--- src/rtl/core_types_pkg.sv ---
// rtl/core_types_pkg.sv - shared execute-stage types for the RV32M sequencer
package core_types_pkg;

  localparam int N_BITS        = 32;
  localparam int MULDIV_CYCLES = N_BITS;

  // funct3 encoding of the M-extension operations
  typedef enum logic [2:0] {
    MD_MUL    = 3'b000,
    MD_MULH   = 3'b001,
    MD_MULHSU = 3'b010,
    MD_MULHU  = 3'b011,
    MD_DIV    = 3'b100,
    MD_DIVU   = 3'b101,
    MD_REM    = 3'b110,
    MD_REMU   = 3'b111
  } muldiv_fn_t;

endpackage

--- src/rtl/muldiv_iter.sv ---
// rtl/muldiv_iter.sv - radix-2 shift-add multiplier / restoring divider datapath
// acc holds {carry, hi, lo}: product accumulator for multiply, {rem, quot} for divide.
module muldiv_iter #(
  parameter int N = core_types_pkg::N_BITS
) (
  input  logic           clk,
  input  logic           rst,
  input  logic           load,
  input  logic           step,
  input  logic           is_div,
  input  logic [N-1:0]   mag1,
  input  logic [N-1:0]   mag2,
  output logic [2*N-1:0] raw
);

  logic [2*N:0] acc_q, acc_d;
  logic [N-1:0] opb_q, opb_d;
  logic [N:0]   sum;
  logic [N:0]   rem_sh;
  logic [N-1:0] diff;

  always_comb begin
    acc_d  = acc_q;
    opb_d  = opb_q;
    sum    = acc_q[2*N:N] + {1'b0, opb_q};
    rem_sh = acc_q[2*N-1:N-1];
    diff   = rem_sh[N-1:0] - opb_q;
    if (load) begin
      acc_d = {{(N+1){1'b0}}, mag1};
      opb_d = mag2;
    end else if (step) begin
      if (is_div) begin
        if (rem_sh >= {1'b0, opb_q}) begin
          acc_d = {1'b0, diff, acc_q[N-2:0], 1'b1};
        end else begin
          acc_d = {1'b0, rem_sh[N-1:0], acc_q[N-2:0], 1'b0};
        end
      end else if (acc_q[0]) begin
        acc_d = {1'b0, sum, acc_q[N-1:1]};
      end else begin
        acc_d = {1'b0, acc_q[2*N:1]};
      end
    end
  end

  always_ff @(posedge clk) begin
    if (rst) begin
      acc_q <= '0;
      opb_q <= '0;
    end else begin
      acc_q <= acc_d;
      opb_q <= opb_d;
    end
  end

  // Post-step value, so the controller can register the result on the last iteration.
  assign raw = acc_d[2*N-1:0];

endmodule

--- src/rtl/x_muldiv_ctrl.sv ---
// rtl/x_muldiv_ctrl.sv - RV32M multiply/divide sequencer beside the execute-stage ALU
// Owns the FSM, iteration counter, sign handling, divide fast paths and result mux.
module x_muldiv_ctrl #(
  parameter int N_BITS = core_types_pkg::N_BITS
) (
  input  logic                        clk,
  input  logic                        rst,
  input  logic                        req_vld,
  input  core_types_pkg::muldiv_fn_t  fn,
  input  logic [N_BITS-1:0]           op1,
  input  logic [N_BITS-1:0]           op2,
  input  logic                        kill,
  output logic                        stall_req,
  output logic [N_BITS-1:0]           result,
  output logic                        result_vld
);

  import core_types_pkg::*;

  localparam int CW = $clog2(N_BITS + 1);
  localparam logic [N_BITS-1:0] MIN_NEG = {1'b1, {(N_BITS-1){1'b0}}};

  typedef enum logic [1:0] {S_IDLE, S_BUSY, S_DONE} muldiv_state_t;

  muldiv_state_t     state_q, state_d;
  logic [CW-1:0]     cnt_q, cnt_d;
  muldiv_fn_t        fn_q, fn_d;
  logic              s1_q, s1_d;
  logic              s2_q, s2_d;
  logic [N_BITS-1:0] result_q, result_d;

  logic                start;
  logic                sgn1, sgn2;
  logic                div_zero, div_ovf;
  logic [N_BITS-1:0]   mag1, mag2;
  logic [N_BITS-1:0]   fast_val, final_val;
  logic [N_BITS-1:0]   quot, rem;
  logic [2*N_BITS-1:0] raw, prod;

  assign start = (state_q == S_IDLE) && req_vld && !kill;

  assign sgn1 = op1[N_BITS-1] && (fn inside {MD_MULH, MD_MULHSU, MD_DIV, MD_REM});
  assign sgn2 = op2[N_BITS-1] && (fn inside {MD_MULH, MD_DIV, MD_REM});
  assign mag1 = sgn1 ? -op1 : op1;
  assign mag2 = sgn2 ? -op2 : op2;

  assign div_zero = fn[2] && (op2 == '0);
  assign div_ovf  = (fn inside {MD_DIV, MD_REM}) && (op1 == MIN_NEG) && (op2 == '1);

  // Divide by zero wins over overflow; both bypass the iterator entirely.
  always_comb begin
    fast_val = '0;
    if (fn inside {MD_DIV, MD_DIVU}) begin
      fast_val = div_zero ? '1 : MIN_NEG;
    end else if (div_zero) begin
      fast_val = op1;
    end
  end

  assign prod = (s1_q ^ s2_q) ? -raw : raw;
  assign quot = (s1_q ^ s2_q) ? -raw[N_BITS-1:0] : raw[N_BITS-1:0];
  assign rem  = s1_q ? -raw[2*N_BITS-1:N_BITS] : raw[2*N_BITS-1:N_BITS];

  always_comb begin
    final_val = '0;
    case (fn_q)
      MD_MUL:                       final_val = prod[N_BITS-1:0];
      MD_MULH, MD_MULHSU, MD_MULHU: final_val = prod[2*N_BITS-1:N_BITS];
      MD_DIV, MD_DIVU:              final_val = quot;
      MD_REM, MD_REMU:              final_val = rem;
      default:                      final_val = '0;
    endcase
  end

  always_comb begin
    state_d  = state_q;
    cnt_d    = cnt_q;
    fn_d     = fn_q;
    s1_d     = s1_q;
    s2_d     = s2_q;
    result_d = result_q;
    case (state_q)
      S_IDLE: begin
        if (start) begin
          fn_d = fn;
          s1_d = sgn1;
          s2_d = sgn2;
          if (div_zero || div_ovf) begin
            state_d  = S_DONE;
            result_d = fast_val;
          end else begin
            state_d = S_BUSY;
            cnt_d   = CW'(MULDIV_CYCLES);
          end
        end
      end
      S_BUSY: begin
        cnt_d = cnt_q - CW'(1);
        if (kill) begin
          state_d = S_IDLE;
          cnt_d   = '0;
        end else if (cnt_q == CW'(1)) begin
          state_d  = S_DONE;
          result_d = final_val;
        end
      end
      S_DONE:  state_d = S_IDLE;
      default: state_d = S_IDLE;
    endcase
  end

  always_ff @(posedge clk) begin
    if (rst) begin
      state_q  <= S_IDLE;
      cnt_q    <= '0;
      fn_q     <= MD_MUL;
      s1_q     <= 1'b0;
      s2_q     <= 1'b0;
      result_q <= '0;
    end else begin
      state_q  <= state_d;
      cnt_q    <= cnt_d;
      fn_q     <= fn_d;
      s1_q     <= s1_d;
      s2_q     <= s2_d;
      result_q <= result_d;
    end
  end

  muldiv_iter #(.N(N_BITS)) u_iter (
    .clk    (clk),
    .rst    (rst),
    .load   (start),
    .step   (state_q == S_BUSY),
    .is_div (fn_q[2]),
    .mag1   (mag1),
    .mag2   (mag2),
    .raw    (raw)
  );

  assign stall_req  = req_vld && !kill && (state_q != S_DONE);
  assign result_vld = (state_q == S_DONE) && !kill;
  assign result     = result_q;

  // The X stage must keep the instruction presented until it completes or is squashed.
  req_held_while_busy: assert property (@(posedge clk) disable iff (rst)
    (state_q == S_BUSY && !kill) |-> req_vld);

endmodule
--- config.mk ---
export PLATFORM = sky130hd
export DESIGN_NAME = x_muldiv_ctrl
export DESIGN_NICKNAME = d
export VERILOG_FILES = /design/src/rtl/core_types_pkg.sv /design/src/rtl/muldiv_iter.sv /design/src/rtl/x_muldiv_ctrl.sv
export SDC_FILE = /design/constraint.sdc
export NUM_CORES = 1
export LEC_CHECK = 0
export ABC_CLOCK_PERIOD_IN_PS = 8100
export CAP_MARGIN = 20
export CORE_ASPECT_RATIO = 0.7
export CORE_MARGIN = 1
export CORE_UTILIZATION = 40
export CTS_CLUSTER_SIZE = 10
export DETAILED_ROUTE_END_ITERATION = 16
export SETUP_SLACK_MARGIN = 0.02
export SLEW_MARGIN = 10
export SYNTH_ARGS = -nofsm -noshare
export SYNTH_HDL_FRONTEND = slang
export SYNTH_SLANG_ARGS = --single-unit
--- constraint.sdc ---
create_clock -name clk -period 8.1 [get_ports clk]
set_clock_uncertainty 0.15 [all_clocks]
set_input_delay 1.62 -clock clk [delete_from_list [all_inputs] [get_ports clk]]
set_output_delay 1.62 -clock clk [all_outputs]
set_load 0.005 [all_outputs]
==> results.md, run 1 <==
- The smallest hold slack is 0.3104 ns.
- The number of buffers on the longest clock path is 2.
- Along the worst path, the maximum fanout reaches 14.
- The endpoint of the worst hold-timing path is result[3].
- Counting every instance in the synthesized netlist gives 2267.
- In this run the tool buffered the top-level ports with 104 buffer cells.
- The number of pins exceeding their max-slew limit in the final report is 0.
- The die covers 0.04071 sq mm.
- The CTS tree is built.
- Clock-pin slew was measured on the worst setup and hold paths at 0.07 ns.
- The remaining routing DRC violations is 0.
- The total area inside the core boundary comes to 0.03889 sq mm.
- The share of total power dissipated in the clock network is 0.311.
- The share of the cycle needed by the critical path after routing is 0.8609.
- Compared with the post-synthesis result, the final layout area differs by 12.64%.
- Setup violations remaining at the end of the flow were counted as 0.
- At the end of the flow, the number of nets in the layout was 2431.
- For this block, the routed nets add up to 75.09 mm of wire.
- For this design, the CTS-stage hold fixing added 0 buffers.
- The detailed router finished its first iteration with 2721 violations.
- The first global-routing pass estimated 110.7 mm of wire.
- The total number of yosys warnings is 0.
- STA puts the critical path data arrival time at 7.22 ns.
- Yosys mapped a number of flops with a built-in enable equal to 0.
- The share of total power dissipated in sequential elements is 0.294.
- For this design the static power due to leakage is 6.536 nW.
- The worst setup path is launched from a flop.
- Counting flops and latches in the post-synthesis netlist gives 141.
- Averaged over all synthesized cells, the footprint is 7.040 sq um.
- After global routing the overflow that remains totals 0.
- The power density normalized to cell area is 148.4 mW/mm^2.
- 105 I/O pins were placed.
- The class of the worst hold path is flop to flop.
- The critical path endpoint category is a flop.
- The slew at the pin closest to its max-slew limit is 1.153 ns.
- The detailed-router iteration count before antenna repair is 8.
- Dividing the detail-routed wire length by the instance count gives 26.56 um.
- Setup repair after global routing left no endpoint under its margin.
- The maximum level of the CTS H-tree is 4.
- For flop-to-flop paths, the worst setup slack is 1.13 ns.
- The TritonCTS sink count is 141.
- The CTS buffer count is 17.
- The area of the multi-input gates is 0.01237 sq mm.
- Counting instances, the worst hold path has a depth of 2.
- VDD sags by at most 176.4 uV.
- The worst register-to-register path ends at result[22].
- The post-layout minimum cycle time is 6.973 ns.
- Across every metal layer, demand over resource in global routing totals 0.3635.
- The clock latency of the later-clocked register in the worst-skew pair is 0.45 ns.
- The cell chosen for the clock root is clkbuf_16.
- The analysis attributes to net switching a power of 1.149 mW.
- The portion of total power attributed to combinational logic is 0.395.
- The internal portion of the total power is 1.519 mW.
- The overall power is 2.668 mW.
- The worst setup path is of the flop to flop kind.
- Using the TritonRoute via totals, the vias-per-cell ratio works out to 6.689.
- Setup total negative slack on the finished layout was measured at 0 ns.
- The initial utilization of the core area, before any placement, comes to 0.4104.
- The pin count of the biggest net entering global routing is 86.
- The most common flop cell mapped by yosys is dfxtp_1.
- The repair_antennas step left the layout with diodes totalling 0.
- Measured against its own limit, the worst slew margin works out to 0.2267.
- Sorting the synthesized cells by how often they occur yields nor2_1 (277), nand2_1 (209), a21oi_1 (185).
- The register area share after synthesis is 0.1769.
- The total of max-cap violations is 0.
- Counting flops with an async set or reset pin after synthesis yields a share of 0.
- The biggest area contributor in the post-synthesis netlist is dfxtp_1.
- The highest clock rate is 143.4 MHz.
- The reg-to-reg startpoint is u_iter.opb_q[31].
- The proportion of total power due to net switching is 0.4308.
- After filler insertion, the fill cell instance count of the layout stands at 4104.
- The number of global-route vias before repair is 16783.
- STA puts the critical path data required time at 8.34 ns.
- The number of failing hold endpoints at the final stage is 0.
- The initial antenna violation count is 0.
- Yosys mapped the design onto 109 distinct sky130hd cell types.
- The die is 169.1 um tall.
- The number of setup buffers added after CTS is 0.
- The post-synthesis cell area is 0.01596 sq mm.
- The share of synthesized area in the top cell type comes to 0.1769.
- The half-perimeter wire length of the detailed placement result is 58.58 mm.
- The flow ran to the end, and the final reports show no timing, DRC or antenna violations.
- The number of gates resized after CTS is 0.
- The routed via count is 18911.
- In this run the worst setup path begins at u_iter.opb_q[31].
- The number of standard-cell rows in the floorplan is 60.
- In the final layout, the share of cells above drive strength 1 is 0.06043.
- The area taken by flip-flops and latches is 0.002826 sq mm.
- The net count after synthesis is 2411.
- The worst reg2reg path depth is 17.
- Ranked by total cell area, the synthesized netlist is headed by dfxtp_1 (18%), nor2_1 (6.5%), a21oi_1 (5.8%).
- The count of nets left with antenna violations once routing finished came out at 0.
- The width of the chip is 240.7 um.
- The placer's final routability congestion estimate is 1.053.
- In this run the most critical hold path is launched from result[3].
- In the post-synthesis netlist, the cell with the most instances is nor2_1.
==> final cells by class <==
class	instances	share of cell area
multi-input combinational	1923	0.6880
sequential	141	0.1572
timing repair buffer	137	0.07155
tap	527	0.03668
clock buffer	18	0.02443
inverter	67	0.01399
clock inverter	14	0.008144
==> routing by layer <==
metal | share of wire | up-vias | global-route usage | wire length (um)
li1 | - | 8582 | - | -
met1 | 0.46 | 9074 | 0.5516 | 34590
met2 | 0.38 | 1152 | 0.4831 | 28620
met3 | 0.14 | 103 | 0.1249 | 10670
met4 | 0.016 | 0 | 0.06604 | 1215
met5 | 0 | - | 0 | 0
==> cells in the final DEF, fill, tap and decap left out, drive strengths merged, types with 10 or more instances in the layout <==
cell / Yosys / final
o31ai: 27 / 27
a22oi: 11 / 11
nand2: 209 / 209
or4: 16 / 16
nand3: 65 / 65
clkdlybuf4s50: 0 / 103
ha: 71 / 71
o221ai: 12 / 12
a211o: 18 / 18
nand2b: 21 / 21
and3: 25 / 25
nor2b: 14 / 14
or3: 27 / 27
clkbuf: 93 / 18
o22ai: 11 / 11
nor4: 27 / 27
a211oi: 62 / 62
o21a: 15 / 15
nor2: 278 / 278
and4: 15 / 15
a21o: 32 / 32
a21oi: 189 / 189
o21ai: 171 / 171
nor3: 73 / 73
buf: 43 / 34
xor2: 47 / 47
a311oi: 12 / 12
xnor2: 75 / 75
a31oi: 35 / 35
o41ai: 17 / 17
mux2i: 49 / 49
nand4: 46 / 46
a22o: 10 / 10
inv: 65 / 73
dfxtp: 141 / 141
o211ai: 48 / 48
and2: 31 / 31
a21boi: 14 / 14
==> critical path: stages (launching register included) <==
cell and delay [ns]:
dfxtp_1 0.58, inv_1 0.09, ha_1 0.54, nand3_1 0.21, nor4_2 0.49, nand3_1 0.71
o211ai_1 0.47, o211ai_1 0.17, a22oi_1 0.49, ha_1 0.44, o21ai_0 0.14, a211oi_1 0.60
nor3b_1 0.53, nand3_1 0.32, o41ai_1 0.56, a221o_1 0.23, nand2_1 0.05, a21oi_1 0.13
==> cell families after synthesis <==
logic type               share of synthesized area
AO/OA/AOI/OAI                               0.3323
XOR/XNOR                                   0.06695
adder cells (fa/ha/maj)                    0.05817
buffers and inverters                      0.05041
flip-flops                                  0.1769
multiplexers                               0.03708
AND/OR/NAND/NOR                             0.2782
==> power groups by stage <==
stage                     Combinational, mW  Clock [mW]  Sequential [mW]
after floorplan                       0.685           0            0.762
after global placement                 1.01           0            0.795
after detailed placement               1.01           0            0.795
after CTS                              1.01       0.831            0.779
after global routing                   1.12       0.863            0.786
final                                  1.05       0.831            0.784
==> metrics by stage <==
step / setup WS (ns) / cells / util / cell area [sq um]
after floorplan: 2.260 / 2267 / - / 15960
after global placement: 1.202 / 2794 / 0.4470 / 17380
after detailed placement: 1.050 / 2794 / 0.4470 / 17380
after CTS: 1.455 / 2826 / 0.4621 / 17970
after global routing: 0.8512 / 2827 / 0.4623 / 17980
final: 1.127 / 2827 / 0.4623 / 17980
==> sequential cells by signal, summed over array words and instances (netlist names) <==
| name | cells |
|---|---|
| fn_q | 3 |
| result | 32 |
| u_iter.acc_q | 64 |
| s2_q | 1 |
| s1_q | 1 |
| state_q | 2 |
| u_iter.opb_q | 32 |
| cnt_q | 6 |
==> how the worst max path moves through the flow <==
stage,end,slack (ns)
after CTS,result[22],1.46
after global placement,result[22],1.20
final,result[22],1.13
after floorplan,result[18],2.26
after global routing,result[22],0.85
after detailed placement,result[22],1.05
Note: power is estimated with default switching activity, not from simulation.
==> run 2: changes to the inputs <==
--- a/config.mk
+++ b/config.mk
@@ -12,6 +12,7 @@
 export CORE_UTILIZATION = 40
 export CTS_CLUSTER_SIZE = 10
 export DETAILED_ROUTE_END_ITERATION = 16
+export GPL_TIMING_DRIVEN = 0
 export SETUP_SLACK_MARGIN = 0.02
 export SLEW_MARGIN = 10
 export SYNTH_ARGS = -nofsm -noshare
==> results.md, run 2 (synthesis gave the netlist of run 1 again) <==
- The number of input and output port buffers inserted was 101 (-2.9%).
- The number of DRC markers in iteration 0 is 2901 (+6.6%).
- The signal on the critical path passes through inv_1 -> ha_1 -> nand3_1 -> nor4_2 -> a22oi_2 -> nor3b_4 -> o21a_4 -> buf_6 -> a21oi_1 -> a211oi_1 -> a21o_1 -> ha_1 -> nand3_1 -> nor4_4 -> nand4_1 -> nor2_1 -> clkbuf_1 -> a21oi_1 -> xnor2_1 -> a221oi_1 -> nor3_1 -> nor3_1.
- The CTS buffer count is 17 (unchanged).
- The final-stage net count is 2530 (+4.1%).
- The reg-to-reg startpoint is u_iter.opb_q[30].
- The cell chosen for the clock root is clkbuf_16.
- The total wirelength of the detailed-routed design is 81.96 mm (+9.2%).
- The number of I/O pins is 105 (unchanged).
- The proportion of total power due to net switching is 0.4381 (+0.007315).
- The number of standard-cell rows in the floorplan was 60 (unchanged).
- The nature of the critical path startpoint is a flop.
- The met3 wire length is 12.63 mm (+18%).
- The total global routing track utilization came to 0.3982 (+0.03468).
- The core occupancy in the finished layout is 0.4698 (+0.007561).
- Routed signal wires occupy layers up through met5.
- The maximum level of the CTS H-tree is 4 (unchanged).
- The buffer and inverter count on the worst path came to 3 (+2).
- The length of routed wiring on met1 came to 37.38 mm (+8.1%).
- The maximum resistive drop on vdd is 173.0 uV (-1.9%).
- Setup repair after global routing left no endpoint under its margin.
- The share of power burned in the clock network is 0.311 (about the same).
- The share of layout cells above drive strength 1 came to 0.05502 (-0.005412).
- The half-perimeter wire length of the detailed placement result was 66.59 mm (+14%).
- The worst setup path is of the flop to flop kind.
- The static leakage is 6.617 nW (+1.2%).
- The number of pins exceeding their max-slew limit in the final report is 0 (unchanged).
- The pin count of the biggest net entering global routing came to 17 (-80%).
- The portion of total power attributed to combinational logic is 0.408 (+0.013).
- The number of buffers on the longest clock path is 2 (unchanged).
- In this run the most critical hold path is launched from result[6].
- The worst-path maximum fanout is 10 (-4).
- The worst setup path is captured at a flop.
- The initial antenna violation count is 2 (+2).
- The clock edge transition at the registers on the reported setup and hold paths was 0.07 ns (about the same).
- The required time of the critical path is 8.33 ns (about the same).
- The detailed-router iteration count before antenna repair came to 6 (-2).
- The core area is 0.03889 sq mm (unchanged).
- The class of the worst hold path is flop to flop.
- The remaining routing DRC violations is 0 (unchanged).
- The clock latency of the later-clocked register in the worst-skew pair came to 0.47 ns (+0.02 ns).
- The wire length of the first global-routing pass is 118.9 mm (+7.5%).
- The total internal power is 1.554 mW (+2.3%).
- The source of the critical timing path is u_iter.opb_q[30].
- In the layout the commonest cells are nor2_1 (277), nand2_1 (209), a21oi_1 (185), o21ai_0 (163), dfxtp_1 (141).
- The power density normalized to cell area came to 151.4 mW/mm^2 (+2.0%).
- The most common library cell in the layout ignoring fill and taps is nor2_1.
- The starting utilization of the core area is 0.4104 (unchanged).
- The average vias per placed instance was 6.780 (+1.4%).
- The area enclosed by the die boundary was 0.04071 sq mm (unchanged).
- The routed via count is 19846 (+4.9%).
- The share of the cycle needed by the critical path after routing is 0.9035 (+0.04260).
- The power dissipated by switching net loads is 1.212 mW (+5.4%).
- The number of global-route vias before repair is 17713 (+5.5%).
- The highest clock rate is 136.6 MHz (-4.7%).
- The cell at the slowest stage of the critical path is nor4_4.
- The slew at the pin closest to its max-slew limit came to 1.272 ns (+0.1197 ns).
- u_iter.acc_q holds more flip-flops than any other register.
- The vertical die dimension is 169.1 um (unchanged).
- The sequential group share of total power is 0.281 (-0.013).
- The arrival time at the worst endpoint is 7.55 ns (+0.33 ns).
- The number of flip-flops in the largest register was 64 (unchanged).
- The number of setup violations in the final report is 0 (unchanged).
- The width of the chip is 240.7 um (unchanged).
- The wire length per cell after detailed routing is 28.00 um (+5.4%).
- The post-layout minimum cycle time was 7.318 ns (+0.3450 ns).
- The worst slew margin relative to its limit is 0.1517 (-0.07503).
- The family with the most delay on the worst path is simple AND/OR/NAND/NOR gates.
- The number of failing hold endpoints at the final stage came to 0 (unchanged).
- The total of hold buffers inserted after clock tree synthesis is 0 (unchanged).
- The number of setup buffers added after CTS is 0 (unchanged).
- The total of max-cap violations is 0 (unchanged).
- TritonCTS built the clock tree.
- The final worst slack came to 0.7818 ns (-0.3450 ns).
- The post-placement worst setup slack is -0.5589 ns (-1.609 ns).
- The TritonCTS sink count was 141 (unchanged).
- The number of nets with antenna violations after detailed routing is 0 (unchanged).
- The total global routing overflow is 0 (unchanged).
- The flow ran to the end, and the final reports show no timing, DRC or antenna violations.
- The worst stage delay on the critical path is 0.64 ns (-0.07 ns).
- The overall power is 2.765 mW (+3.6%).
- The placer's final routability congestion estimate is 1.065 (+1.1%).
- The total length of routed met2 wires came to 29.81 mm (+4.2%).
- The area growth from synthesis to final layout is 14.48%.
run 2: per-stage QoR:
stage,hold slack [ns],setup TNS (ns),std cells,instance area [sq um]
2_1_floorplan,0.2983,0,2267,15960
3_3_place_gp,0.3172,-6.179,2895,17630
3_5_place_dp,0.3121,-6.217,2896,17650
4_1_cts,0.3288,0,2928,18280
5_1_grt,0.3576,0,2926,18270
6_report,0.3332,0,2927,18270
run 2: worst reg2reg max path: stages, from the launching register on:
cell and delay [ns]:
dfxtp_1 0.63, inv_1 0.10, ha_1 0.53, nand3_1 0.22, nor4_2 0.11, a22oi_2 0.56
nor3b_4 0.63, o21a_4 0.31, buf_6 0.19, a21oi_1 0.14, a211oi_1 0.29, a21o_1 0.28
ha_1 0.23, nand3_1 0.23, nor4_4 0.64, nand4_1 0.31, nor2_1 0.19, clkbuf_1 0.49
a21oi_1 0.17, xnor2_1 0.16, a221oi_1 0.42, nor3_1 0.12, nor3_1 0.15
run 2: per-layer routing:
layer  up-vias  GRT usage
li1       8775          -
met1      9494     0.6057
met2      1412     0.5031
met3       157     0.1543
met4         8    0.09659
met5         -          0
run 2: path summary, 6_finish.rpt:
kind | endpoint | slack, ns | depth (start not counted)
max reg2reg | result[4] | 0.78 | 22
min reg2reg | result[6] | 0.33 | 2
min | result[6] | 0.33 | 2
max | result[4] | 0.78 | 22
run 2: layout make-up:
cell class | count | area (sq um)
fill | 4133 | 20620
antenna | 1 | 2.502
clock inverter | 14 | 173.9
buffer | 134 | 545.5
multi-input combinational | 1923 | 12360
timing repair buffer | 102 | 1018
inverter | 67 | 251.5
tap | 527 | 659.4
clock buffer | 18 | 439.2
sequential | 141 | 2823
run 2: what timing repair did:
action,4_1_cts,5_1_grt
endpoints found under the setup margin,6,15
pin swaps,0,0
resized for setup,1,0
run 2: power by group through the flow:
stage / logic (mW) / clock network, mW / registers, mW
finish: 1.13 / 0.860 / 0.777
global route: 1.18 / 0.887 / 0.777
CTS: 1.07 / 0.856 / 0.772
detailed placement: 1.07 / 0 / 0.788
global placement: 1.06 / 0 / 0.787
floorplan: 0.685 / 0 / 0.762
